--- src/rtl/load_store_unit_if.sv ---
// Data-memory port of the load/store unit: variable-latency req/ready handshake.
// The LSU drives the request side through the master modport; the memory model uses slave.
interface load_store_unit_if #(
    parameter int DATA_WIDTH    = 32,
    parameter int ADDRESS_WIDTH = 32
);
    logic                     mem_req;
    logic                     mem_we;
    logic [ADDRESS_WIDTH-1:0] mem_addr;
    logic [DATA_WIDTH-1:0]    mem_wdata;
    logic [3:0]               mem_be;
    logic                     mem_ready;
    logic [DATA_WIDTH-1:0]    mem_rdata;

    modport master (
        output mem_req, mem_we, mem_addr, mem_wdata, mem_be,
        input  mem_ready, mem_rdata
    );

    modport slave (
        input  mem_req, mem_we, mem_addr, mem_wdata, mem_be,
        output mem_ready, mem_rdata
    );
endinterface

--- src/rtl/load_store_unit.sv ---
// Memory-stage load/store engine: lane-aligns stores, extends loads, and stalls the
// pipeline across an IDLE -> BUSY -> DONE access on a variable-latency memory port.
module load_store_unit #(
    parameter int DATA_WIDTH    = 32,
    parameter int ADDRESS_WIDTH = 32
) (
    input  logic                     clk,
    input  logic                     rst,
    input  logic [ADDRESS_WIDTH-1:0] i_aluresultm,
    input  logic [DATA_WIDTH-1:0]    i_writedatam,
    input  logic                     i_memreadm,
    input  logic                     i_memwritem,
    input  logic [2:0]               i_funct3m,
    load_store_unit_if.master        mem,
    output logic [DATA_WIDTH-1:0]    o_readdatam,
    output logic                     o_stallm,
    output logic                     o_misalignm
);
    typedef enum logic [1:0] {IDLE, BUSY, DONE} state_t;

    state_t                   r_state;
    state_t                   w_next;
    logic                     r_req;
    logic                     r_we;
    logic [ADDRESS_WIDTH-1:0] r_addr;
    logic [DATA_WIDTH-1:0]    r_wdata;
    logic [3:0]               r_be;
    logic [2:0]               r_funct3;
    logic [1:0]               r_lane;
    logic [DATA_WIDTH-1:0]    r_readdata;
    logic                     w_access;
    logic                     w_aligned;
    logic                     w_start;

    // funct3[1:0] selects size for every code: 00 byte, 01 half, anything else word.
    function automatic logic [3:0] lane_be(input logic [2:0] f3, input logic [1:0] lane);
        case (f3[1:0])
            2'b00:   lane_be = 4'b0001 << lane;
            2'b01:   lane_be = lane[1] ? 4'b1100 : 4'b0011;
            default: lane_be = 4'b1111;
        endcase
    endfunction

    function automatic logic [DATA_WIDTH-1:0] lane_wdata(input logic [2:0] f3,
                                                         input logic [DATA_WIDTH-1:0] d);
        case (f3[1:0])
            2'b00:   lane_wdata = {4{d[7:0]}};
            2'b01:   lane_wdata = {2{d[15:0]}};
            default: lane_wdata = d;
        endcase
    endfunction

    function automatic logic [DATA_WIDTH-1:0] load_extend(input logic [2:0] f3,
                                                          input logic [1:0] lane,
                                                          input logic [DATA_WIDTH-1:0] rd);
        logic [7:0]  b;
        logic [15:0] h;
        b = rd[{lane, 3'b000} +: 8];
        h = rd[{lane[1], 4'b0000} +: 16];
        case (f3)
            3'b000:  load_extend = {{24{b[7]}}, b};
            3'b100:  load_extend = {24'd0, b};
            3'b001:  load_extend = {{16{h[15]}}, h};
            3'b101:  load_extend = {16'd0, h};
            default: load_extend = rd;
        endcase
    endfunction

    always_comb begin
        w_next      = r_state;
        o_stallm    = 1'b0;
        o_misalignm = 1'b0;
        w_access    = i_memreadm | i_memwritem;
        case (i_funct3m[1:0])
            2'b00:   w_aligned = 1'b1;
            2'b01:   w_aligned = ~i_aluresultm[0];
            default: w_aligned = (i_aluresultm[1:0] == 2'b00);
        endcase
        w_start = (r_state == IDLE) & w_access & w_aligned;
        case (r_state)
            IDLE: begin
                if (w_start) begin
                    w_next   = BUSY;
                    o_stallm = 1'b1;
                end
                o_misalignm = w_access & ~w_aligned;
            end
            BUSY: begin
                // Held through the ready cycle so the loaded value is captured in DONE.
                o_stallm = 1'b1;
                if (mem.mem_ready) w_next = DONE;
            end
            DONE:    w_next = IDLE;
            default: w_next = IDLE;
        endcase
        if (rst) begin
            o_stallm    = 1'b0;
            o_misalignm = 1'b0;
        end
    end

    always_ff @(posedge clk) begin
        if (rst) begin
            r_state    <= IDLE;
            r_req      <= 1'b0;
            r_we       <= 1'b0;
            r_addr     <= '0;
            r_wdata    <= '0;
            r_be       <= 4'b0000;
            r_funct3   <= 3'b000;
            r_lane     <= 2'b00;
            r_readdata <= '0;
        end else begin
            r_state <= w_next;
            case (r_state)
                IDLE: if (w_start) begin
                    r_req    <= 1'b1;
                    r_we     <= i_memwritem;
                    r_addr   <= {i_aluresultm[ADDRESS_WIDTH-1:2], 2'b00};
                    r_wdata  <= lane_wdata(i_funct3m, i_writedatam);
                    r_be     <= lane_be(i_funct3m, i_aluresultm[1:0]);
                    r_funct3 <= i_funct3m;
                    r_lane   <= i_aluresultm[1:0];
                end
                BUSY: if (mem.mem_ready) begin
                    r_req <= 1'b0;
                    r_we  <= 1'b0;
                    r_be  <= 4'b0000;
                    if (!r_we) r_readdata <= load_extend(r_funct3, r_lane, mem.mem_rdata);
                end
                default: ;
            endcase
        end
    end

    assign mem.mem_req   = r_req;
    assign mem.mem_we    = r_we;
    assign mem.mem_addr  = r_addr;
    assign mem.mem_wdata = r_wdata;
    assign mem.mem_be    = r_be;
    assign o_readdatam   = r_readdata;
endmodule

--- src/flat_wrapper.sv ---
// flat-port wrapper written by rule: the top's interface ports become plain ports
module load_store_unit_flat 
#(
    parameter int DATA_WIDTH    = 32,
    parameter int ADDRESS_WIDTH = 32
)
  (clk, rst, i_aluresultm, i_writedatam, i_memreadm, i_memwritem, i_funct3m, o_readdatam, o_stallm, o_misalignm, mem_mem_req, mem_mem_we, mem_mem_addr, mem_mem_wdata, mem_mem_be, mem_mem_ready, mem_mem_rdata);
  load_store_unit_if #(.DATA_WIDTH(DATA_WIDTH), .ADDRESS_WIDTH(ADDRESS_WIDTH)) mem_i ();
  input  logic clk;
  input  logic rst;
  input  logic [ADDRESS_WIDTH-1:0] i_aluresultm;
  input  logic [DATA_WIDTH-1:0] i_writedatam;
  input  logic i_memreadm;
  input  logic i_memwritem;
  input  logic [2:0] i_funct3m;
  output logic [DATA_WIDTH-1:0] o_readdatam;
  output logic o_stallm;
  output logic o_misalignm;
  output wire logic [$bits(mem_i.mem_req)-1:0] mem_mem_req;
  output wire logic [$bits(mem_i.mem_we)-1:0] mem_mem_we;
  output wire logic [$bits(mem_i.mem_addr)-1:0] mem_mem_addr;
  output wire logic [$bits(mem_i.mem_wdata)-1:0] mem_mem_wdata;
  output wire logic [$bits(mem_i.mem_be)-1:0] mem_mem_be;
  input wire logic [$bits(mem_i.mem_ready)-1:0] mem_mem_ready;
  input wire logic [$bits(mem_i.mem_rdata)-1:0] mem_mem_rdata;
  assign mem_mem_req = mem_i.mem_req;
  assign mem_mem_we = mem_i.mem_we;
  assign mem_mem_addr = mem_i.mem_addr;
  assign mem_mem_wdata = mem_i.mem_wdata;
  assign mem_mem_be = mem_i.mem_be;
  assign mem_i.mem_ready = mem_mem_ready;
  assign mem_i.mem_rdata = mem_mem_rdata;
  load_store_unit #(.DATA_WIDTH(DATA_WIDTH), .ADDRESS_WIDTH(ADDRESS_WIDTH)) u_core (.clk(clk), .rst(rst), .i_aluresultm(i_aluresultm), .i_writedatam(i_writedatam), .i_memreadm(i_memreadm), .i_memwritem(i_memwritem), .i_funct3m(i_funct3m), .mem(mem_i), .o_readdatam(o_readdatam), .o_stallm(o_stallm), .o_misalignm(o_misalignm));
endmodule
--- config.mk ---
export PLATFORM = sky130hd
export DESIGN_NAME = load_store_unit_flat
export DESIGN_NICKNAME = d
export VERILOG_FILES = /design/src/rtl/load_store_unit_if.sv /design/src/rtl/load_store_unit.sv /design/src/flat_wrapper.sv
export SDC_FILE = /design/constraint.sdc
export NUM_CORES = 1
export LEC_CHECK = 0
export BUFFER_PORTS_ARGS = -buffer_cell sky130_fd_sc_hd__buf_2
export CORE_MARGIN = 2
export CORE_UTILIZATION = 42
export CTS_CLUSTER_DIAMETER = 80
export CTS_CLUSTER_SIZE = 28
export DETAILED_ROUTE_END_ITERATION = 8
export HOLD_SLACK_MARGIN = 0.05
export PLACE_DENSITY = 0.81
export SLEW_MARGIN = 20
export SYNTH_ARGS = -nofsm -noshare
export SYNTH_HDL_FRONTEND = slang
export SYNTH_SLANG_ARGS = --single-unit
--- constraint.sdc ---
create_clock -name clk -period 1.6 [get_ports clk]
set_clock_uncertainty 0.15 [all_clocks]
set_input_delay 0.08 -clock clk [delete_from_list [all_inputs] [get_ports clk]]
set_output_delay 0.08 -clock clk [all_outputs]
set_load 0.005 [all_outputs]
# Word level (Yosys, flattened, before mapping)
# Index checks and enable logic that the tools add are counted.
classes:
  add_sub_neg: 0
  mul: 0
  n_div: 0
  order_cmp: 0
  n_eq_ne: 7
  shift: 3
  mux: 21
  n_bitwise: 7
  n_reduce_logical: 9
ops:
  columns: ["operator", "count"]
  rows:
  - ["one-hot mux 32 bit (4 select lines)", 1]
  - ["one-hot mux 32 bit (2 select lines)", 1]
  - ["indexed part select 32 x 6 -> 16 bit", 1]
  - ["indexed part select 32 x 6 -> 8 bit", 1]
  - ["one-hot mux 4 bit (2 select lines)", 2]
  - ["two-way mux 4 bit", 3]
  - ["one-hot mux 1 bit (2 select lines)", 4]
  - ["two-way mux 1 bit", 7]
  - ["== test 3 bit (second input constant)", 2]
  - ["logical NOT 2 bit", 3]
  - ["AND reduction 3 bit", 2]
  - ["== test 2 x 1 -> 1 bit (second input constant)", 2]
  - ["two-way mux 2 bit", 2]
  - ["one-hot mux 2 bit (2 select lines)", 1]
  - ["AND reduction 2 bit", 2]
  - ["<< shifter 1 x 2 -> 4 bit (first input constant)", 1]
  - ["AND 1 bit", 3]
  - ["== test 3 x 1 -> 1 bit (second input constant)", 1]
  - ["logical NOT 3 bit", 1]
  - ["inverter 1 bit", 3]
  - ["inequality test 2 x 1 -> 1 bit (second input constant)", 1]
  - ["inequality test 2 bit (second input constant)", 1]
  - ["nonzero test 2 bit", 1]
  - ["bitwise OR 1 bit", 1]
word_totals:
  register_bits: 107
  latchBits: 0
  ram_bits: 0
  romBits: 0
  in_bits: 104
  output_inout_bits: 104
  memories: 0

# Logic depth before layout (Yosys ltp)
# Gate-level depths: netlist (run 1).
logic_depth:
  depth_word: 6
  mapped_depth: 7

# Worst setup path after synthesis (run 1)
# No wires, ideal clock.
synth_path:
  path_type: "register to register"
  start: "reg u_core.r_state[1]"
  end: "reg u_core.r_readdata[17] (netlist: u_core.o_readdatam[17])"
  setup_time_ps: 143
  arrival_time_ps: 1389
  t_required_ps: 1307
  path_slack_ps: -83
  stages_incl_launch_ff: 7
  synth_period_minus_slack_ps: 1683
  cell_sequence: "dfxtp_1 -> nand2b_1 -> or3b_1 -> buf_6 -> a21oi_4 -> buf_6 -> a211oi_2"
synth_via:
  elab_chain_cells: 2
synth_lines:
  columns: ["element", "line", "rtl"]
  rows:
  - ["from (decl)", "load_store_unit.sv:21", "state_t r_state;"]
  - ["from (signal assigned)", "load_store_unit.sv:114", "r_state <= w_next;"]
  - ["== test 2 x 1 -> 1 bit", "load_store_unit.sv:115", "case (r_state)"]
  - ["AND reduction 3 bit (no source line)", null, null]
  - ["to (signal assigned)", "load_store_unit.sv:129", "if (!r_we) r_readdata <= load_extend(r_funct3, r_lane, mem.mem_rdata);"]
  - ["to (decl)", "load_store_unit.sv:30", "logic [DATA_WIDTH-1:0] r_readdata;"]
# No other way between the ends.
# A chain may end at the register's enable or synchronous reset.

# Worst setup path in the final report (run 1)
layout_path:
  start: "reg u_core.r_state[1]"
  end: "reg u_core.r_wdata[14] (netlist: u_core.mem.mem_wdata[14])"
layout_via:
  elab_chain_cells: 4
layout_lines:
  columns: ["element", "line", "rtl"]
  rows:
  - ["logical NOT 2 bit *", "load_store_unit.sv:79, load_store_unit.sv:115", null]
  - ["AND 1 bit (2 in series)", "load_store_unit.sv:79", "w_start = (r_state == IDLE) & w_access & w_aligned;"]
  - ["AND reduction 2 bit (no source line) *", null, null]
  - ["to (signal assigned)", "load_store_unit.sv:120", "r_wdata <= lane_wdata(i_funct3m, i_writedatam);"]
  - ["to (decl)", "load_store_unit.sv:26", "logic [DATA_WIDTH-1:0] r_wdata;"]
# Every way passes the cells marked *; elsewhere a longest branch is shown, timed or not.

==> flow_summary_export.csv, run 1 <==
group,metric,value,unit
status,status,"finished, violations left",
status,violations,"negative setup slack",
clock_network,clock_latency,0.36,ns
sta,rsz0062_at_grt,"yes",
sta,finalCritPeriodShare,109,%
clock_network,cts_max_path_buffers,2,
floorplanning,core_area,11300,sq um
power,p_per_area,906,nW/um^2
synthesis,synthTopCellsByArea,"dfxtp_1 44%, nand2_1 12%, a21oi_1 6.3%",
routing,drt-vias-per-instance,5.63,
grt,grt_start_max_net_pins,44,
synthesis,synth_flop_cell,"dfxtp_1",
sta,final_max_slew_viol_count,0,
worst_setup_path,start_kind,"register",
synthesis,netlist_instances,593,
worst_setup_path,cp.arrival,1.83,ns
worst_setup_path,regToRegSetupSlack,-0.14,ns
finish,drive_above_1_share,45.4,%
clock_network,htree_levels,3,
synthesis,netlist.area_leader.share,44.3,%
grt,grt_pass1_wl,28.0,mm
synthesis,syn-mean-instance-area,8.15,sq um
floorplanning,die_x,111,um
routing,drt_iter0_markers,494,
worst_setup_path,worstSetupPathType,"reg2reg",
sta,tns,-3.60,ns
power,peakVddDrop,0.764,mV
worst_setup_path,endpoint_kind,"register",
routing,drc,0,
clock_network,cts_tree,"done",
sta,layout_min_cycle_time,1.74,ns
synthesis,ys_warn_count,0,
routing,wire_per_inst,19.5,um
grt,grt_remaining_overflow,0,
place,dp_slack,-0.166,ns
routing,drt-total-wl,21.0,mm
sta,hold_viol,0,
synthesis,synth.most_common_cell,"nand2_1",
floorplanning,start_util,42.7,%
clock_network,cts_sinks,107,
grt,grt_pass1_vias,5647,
grt,antenna_found_initial,1,
floorplanning,dieArea,12400,sq um
synthesis,synthArstFlopShare,0,%
floorplanning,rows,39,
power,power_leakage,3.69,nW
min_path,min_from,"rst",
sta,fmax,0.576,GHz
worst_setup_path,crit_path_start,"u_core.r_state[1]",
routing,postRouteAntennaNets,0,
finish,syn2layout_area_growth,77.1,%
routing,vias,6059,
place,portBuffers,205,
routing,firstDrtPassIters,5,
floorplanning,num_io_pins,208,
synthesis,yosys.area.top_type,"dfxtp_1",
synthesis,synthesis.area,4830,sq um
place,dp_hpwl,10.6,mm
run,max_cap_viol_count,0,
clock_network,clk_pin_slew,0.07,ns
synthesis,ys_ff_latch,107,
synthesis,yosysSeqAreaShare,44.3,%
synthesis,synth_common_cells,"158 x nand2_1, 107 x dfxtp_1, 61 x a21oi_1",
sta,finalSetupViolations,58,
synthesis,synth_cell_type_count,45,
clock_network,cts_buffers,9,
floorplanning,die_h,111,um
grt,grt_usage,28.0,%
place,gp_congestion,0.894,
sta,fin_ws,-0.137,ns
clock_network,root_buffer,"clkbuf_16",
min_path,hold_path.class,"in2reg",
worst_setup_path,worstReg2RegStart,"u_core.r_state[1]",
finish,layout.nets,1031,
worst_setup_path,path_max_fanout,7,
worst_setup_path,critPathRequiredTime,1.69,ns
synthesis,synth-edff-count,0,
## worst paths after layout
path	end	depth (start not counted)
worst max-delay path	u_core.mem.mem_wdata[14]	8
worst min-delay path	u_core.o_readdatam[11]	2
worst max register to register	u_core.mem.mem_wdata[14]	8
worst min register to register	u_core.mem.mem_addr[5]	2
## stage by stage
stage	power (W)	utilization [%]	cell area [sq um]	hold WS (ns)	std cells
2_1_floorplan	0.00376	-	4850	0.0556	594
3_3_place_gp	0.00435	54.7	6200	0.171	929
3_5_place_dp	0.00438	54.7	6200	0.176	929
4_1_cts	0.00718	67.9	7690	-0.00290	1048
5_1_grt	0.00800	75.6	8560	0.0248	1076
6_report	0.00776	75.6	8560	0.00473	1076
## final cells by class
class | count | area, sq um
multi-input combinational | 432 | 2980
timing repair buffer | 375 | 2890
fill | 689 | 2760
sequential | 107 | 2150
clock buffer | 12 | 246
tap | 143 | 179
clock inverter | 4 | 97.6
inverter | 2 | 7.51
antenna | 1 | 2.50
## sequential cells by signal, summed over array words and instances (netlist names)
signal                count
u_core.mem.mem_addr      30
u_core.mem.mem_be         4
u_core.mem.mem_req        1
u_core.mem.mem_wdata     32
u_core.mem.mem_we         1
u_core.o_readdatam       32
u_core.r_funct3           3
u_core.r_lane             2
u_core.r_state            2
## kinds of logic after synthesis
| logic type | synth area share (%) |
|---|---|
| other | 0.0776 |
| AND/OR/NAND/NOR | 21.7 |
| buffers and inverters | 5.72 |
| flip-flops | 44.3 |
| multiplexers | 5.80 |
| AO/OA/AOI/OAI | 22.3 |
## power breakdown
part,leakage (nW),internal [W],switching [W]
clock network,0.163,0.00158,0.00104
registers,0.879,0.00287,0.000152
logic,2.65,0.00106,0.00106
## critical path, cell delays in order (launching register included)
cell       delay [ns]
dfxtp_2          0.33
buf_6            0.12
nor2_4           0.09
buf_6            0.11
o221a_4          0.23
buf_12           0.13
clkbuf_16        0.17
nor2_2           0.04
a311oi_1         0.25
## placed cells by master, fill, tap and decap left out, types with 5 or more instances in the layout
cell type and instances:
a211oi_2 30, a31o_1 5, a21oi_1 33, dlygate4sd3_1 103, mux2_2 6, nor2_4 14, nand3b_1 9, a311oi_2 5
a21oi_2 29, clkbuf_16 16, o21ai_0 26, nand2_4 13, nand2_2 5, nand2_1 140, nand3_1 6, mux2i_1 17
nor3_1 7, buf_4 34, buf_6 14, dfxtp_2 5, buf_12 11, buf_2 204, nor2_1 33, dfxtp_1 101
## routing by layer
layer | routed length [um] | share of wire (%) | GRT usage [%] | vias up
li1 | - | - | - | 2710
met1 | 7710 | 37 | 32.8 | 2854
met2 | 10200 | 49 | 47.7 | 395
met3 | 1780 | 8.5 | 6.62 | 100
met4 | 1230 | 5.9 | 14.2 | 0
met5 | 0 | 0 | 0 | -
## what timing repair did
item / 4_1_cts / 5_1_grt
hold buffers: 98 / 5
cloned: 0 / 10
gates resized for setup: 30 / 122
setup endpoints to repair: 42 / 86
hold endpoints to repair: 101 / 2
pin swaps: 11 / 52
buffers inserted: 5 / 12
No activity file was read; power rests on OpenSTA's default activity.
==> run 2: changes to the inputs <==
--- a/config.mk
+++ b/config.mk
@@ -11,8 +11,10 @@
 export CTS_CLUSTER_DIAMETER = 80
 export CTS_CLUSTER_SIZE = 28
 export DETAILED_ROUTE_END_ITERATION = 8
+export GPL_TIMING_DRIVEN = 1
 export HOLD_SLACK_MARGIN = 0.05
 export PLACE_DENSITY = 0.81
+export SKIP_CTS_REPAIR_TIMING = 1
 export SLEW_MARGIN = 20
 export SYNTH_ARGS = -nofsm -noshare
 export SYNTH_HDL_FRONTEND = slang
==> flow_summary_export.csv, run 2 (synthesis results as in run 1) <==
group,metric,value,unit
grt,grt_start_max_net_pins,44,
clock_network,cts_sinks,107,
worst_setup_path,worstSetupPathType,"reg2reg",
clock_network,clk_pin_slew,0.07,ns
place,gp_congestion,0.894,
floorplanning,die_h,111,um
finish,layout_commonest_cell,"buf_2",
routing,wire_per_inst,19.1,um
place,dp_hpwl,10.6,mm
grt,grt_usage,22.4,%
run,max_cap_viol_count,0,
routing,postRouteAntennaNets,0,
grt,gr-usage-met2,35.5,%
worst_setup_path,endpoint_kind,"register",
power,peakVddDrop,0.669,mV
finish,drive_above_1_share,46.9,%
sta,finalCritPeriodShare,109,%
grt,grt_pass1_vias,4559,
finish,antenna_cells,0,
sta,fin_ws,-0.136,ns
routing,drt-vias-per-instance,5.57,
min_path,hold_path.class,"in2reg",
place,portBuffers,205,
sta,hold_viol,0,
power,sw_frac_of_total,29.2,%
routing,drt-total-wl,20.3,mm
grt,grt_busiest_layer,"met2",
routing,vias,5912,
finish,final_cells,1061,
clock_network,cts_buffers,9,
grt,met1_usage,28.1,%
floorplanning,rows,39,
grt,grt_pass1_wl,22.5,mm
sta,final_max_slew_viol_count,0,
floorplanning,start_util,42.7,%
status,status,"finished, violations left",
worst_setup_path,path_max_fanout,5,
clock_network,cts_max_path_buffers,2,
grt,antenna_found_initial,0,
finish,fillerInstances,720,
power,power_frac_comb,27.4,%
sta,hold_slack,0.0213,ns
sta,fmax,0.576,GHz
power,power_leakage,3.69,nW
worst_setup_path,critPathRequiredTime,1.67,ns
sta,layout_min_cycle_time,1.74,ns
finish,multi_input_comb_area,3070,sq um
routing,firstDrtPassIters,5,
floorplanning,core_area,11300,sq um
finish,syn2layout_area_growth,75.3,%
status,violations,"negative setup slack",
power,p_int,0.00549,W
power,total_power,0.00775,W
power,p_per_area,915,nW/um^2
clock_network,root_buffer,"clkbuf_16",
clock_network,clock_latency,0.36,ns
routing,drt_iter0_markers,421,
finish,layout_common_cells,"204 x buf_2, 133 x nand2_1, 101 x dfxtp_1",
finish,utilization,74.8,%
power,switchingPower,0.00226,W
power,clkPwrFrac,33.6,%
routing,drc,0,
floorplanning,num_io_pins,208,
finish,seq_area,2150,sq um
grt,grt_remaining_overflow,0,
sta,finalSetupViolations,62,
worst_setup_path,start_kind,"register",
place,dpl.cell_count,929,
sta,rsz0062_at_grt,"yes",
grt,grtUsageMet3,6.56,%
worst_setup_path,cp.arrival,1.81,ns
finish,layout.nets,1017,
clock_network,cts_tree,"done",
power,seq_power_share,39.0,%
clock_network,htree_levels,3,
floorplanning,die_x,111,um
floorplanning,dieArea,12400,sq um
-- run 2: changes by cell type in the layout (fill, tap and decap cells not counted), moves of 3 or more --
cell,change
dlygate4sd3_1,-16
nand2_1,-7
nand2_4,+9
buf_6,+3
a211oi_1,+4
a211oi_2,-3
-- run 2: layout make-up --
class                      count  share of cell area [%]
clock buffer                  12                    2.91
clock inverter                 4                    1.15
inverter                       2                  0.0886
multi-input combinational    433                    36.3
sequential                   107                    25.4
tap                          143                    2.11
timing repair buffer         360                    32.0
-- run 2: critical path: stages (launching register included) --
cell and delay, ns:
dfxtp_2 0.34, buf_4 0.12, nand2b_4 0.06, or3b_4 0.47, buf_6 0.18, nor3_2 0.19
a2111oi_1 0.09
-- run 2: routing by layer --
metal  wire length (um)  vias to the layer above
li1                   -                     2684
met1               7570                     2776
met2              10100                      368
met3               1640                       84
met4               1020                        0
met5                  0                        -
-- run 2: path summary, 6_finish.rpt --
check	startpoint	to	slack [ns]	depth (start not counted)
max	u_core.r_state[0]	u_core.o_readdatam[1]	-0.14	6
min	rst	u_core.r_funct3[2]	0.02	2
max reg2reg	u_core.r_state[0]	u_core.o_readdatam[1]	-0.14	6
min reg2reg	u_core.mem.mem_addr[5]	u_core.mem.mem_addr[5]	0.30	2
-- run 2: through the flow --
stage | setup WS, ns | TNS (ns) | area (sq um)
6_report | -0.136 | -4.49 | 8470
5_1_grt | -0.170 | -8.09 | 8470
4_1_cts | -0.221 | -4.00 | 6540
3_5_place_dp | -0.166 | -2.63 | 6200
3_3_place_gp | -0.112 | -1.92 | 6200
2_1_floorplan | -0.0445 | -0.648 | 4850
-- run 2: power by group through the flow --
stage / Clock, W / Combinational (W) / Sequential [W]
floorplan: 0 / 0.000710 / 0.00305
global placement: 0 / 0.00132 / 0.00303
detailed placement: 0 / 0.00134 / 0.00304
CTS: 0.00260 / 0.00135 / 0.00298
global route: 0.00271 / 0.00225 / 0.00304
finish: 0.00260 / 0.00212 / 0.00303
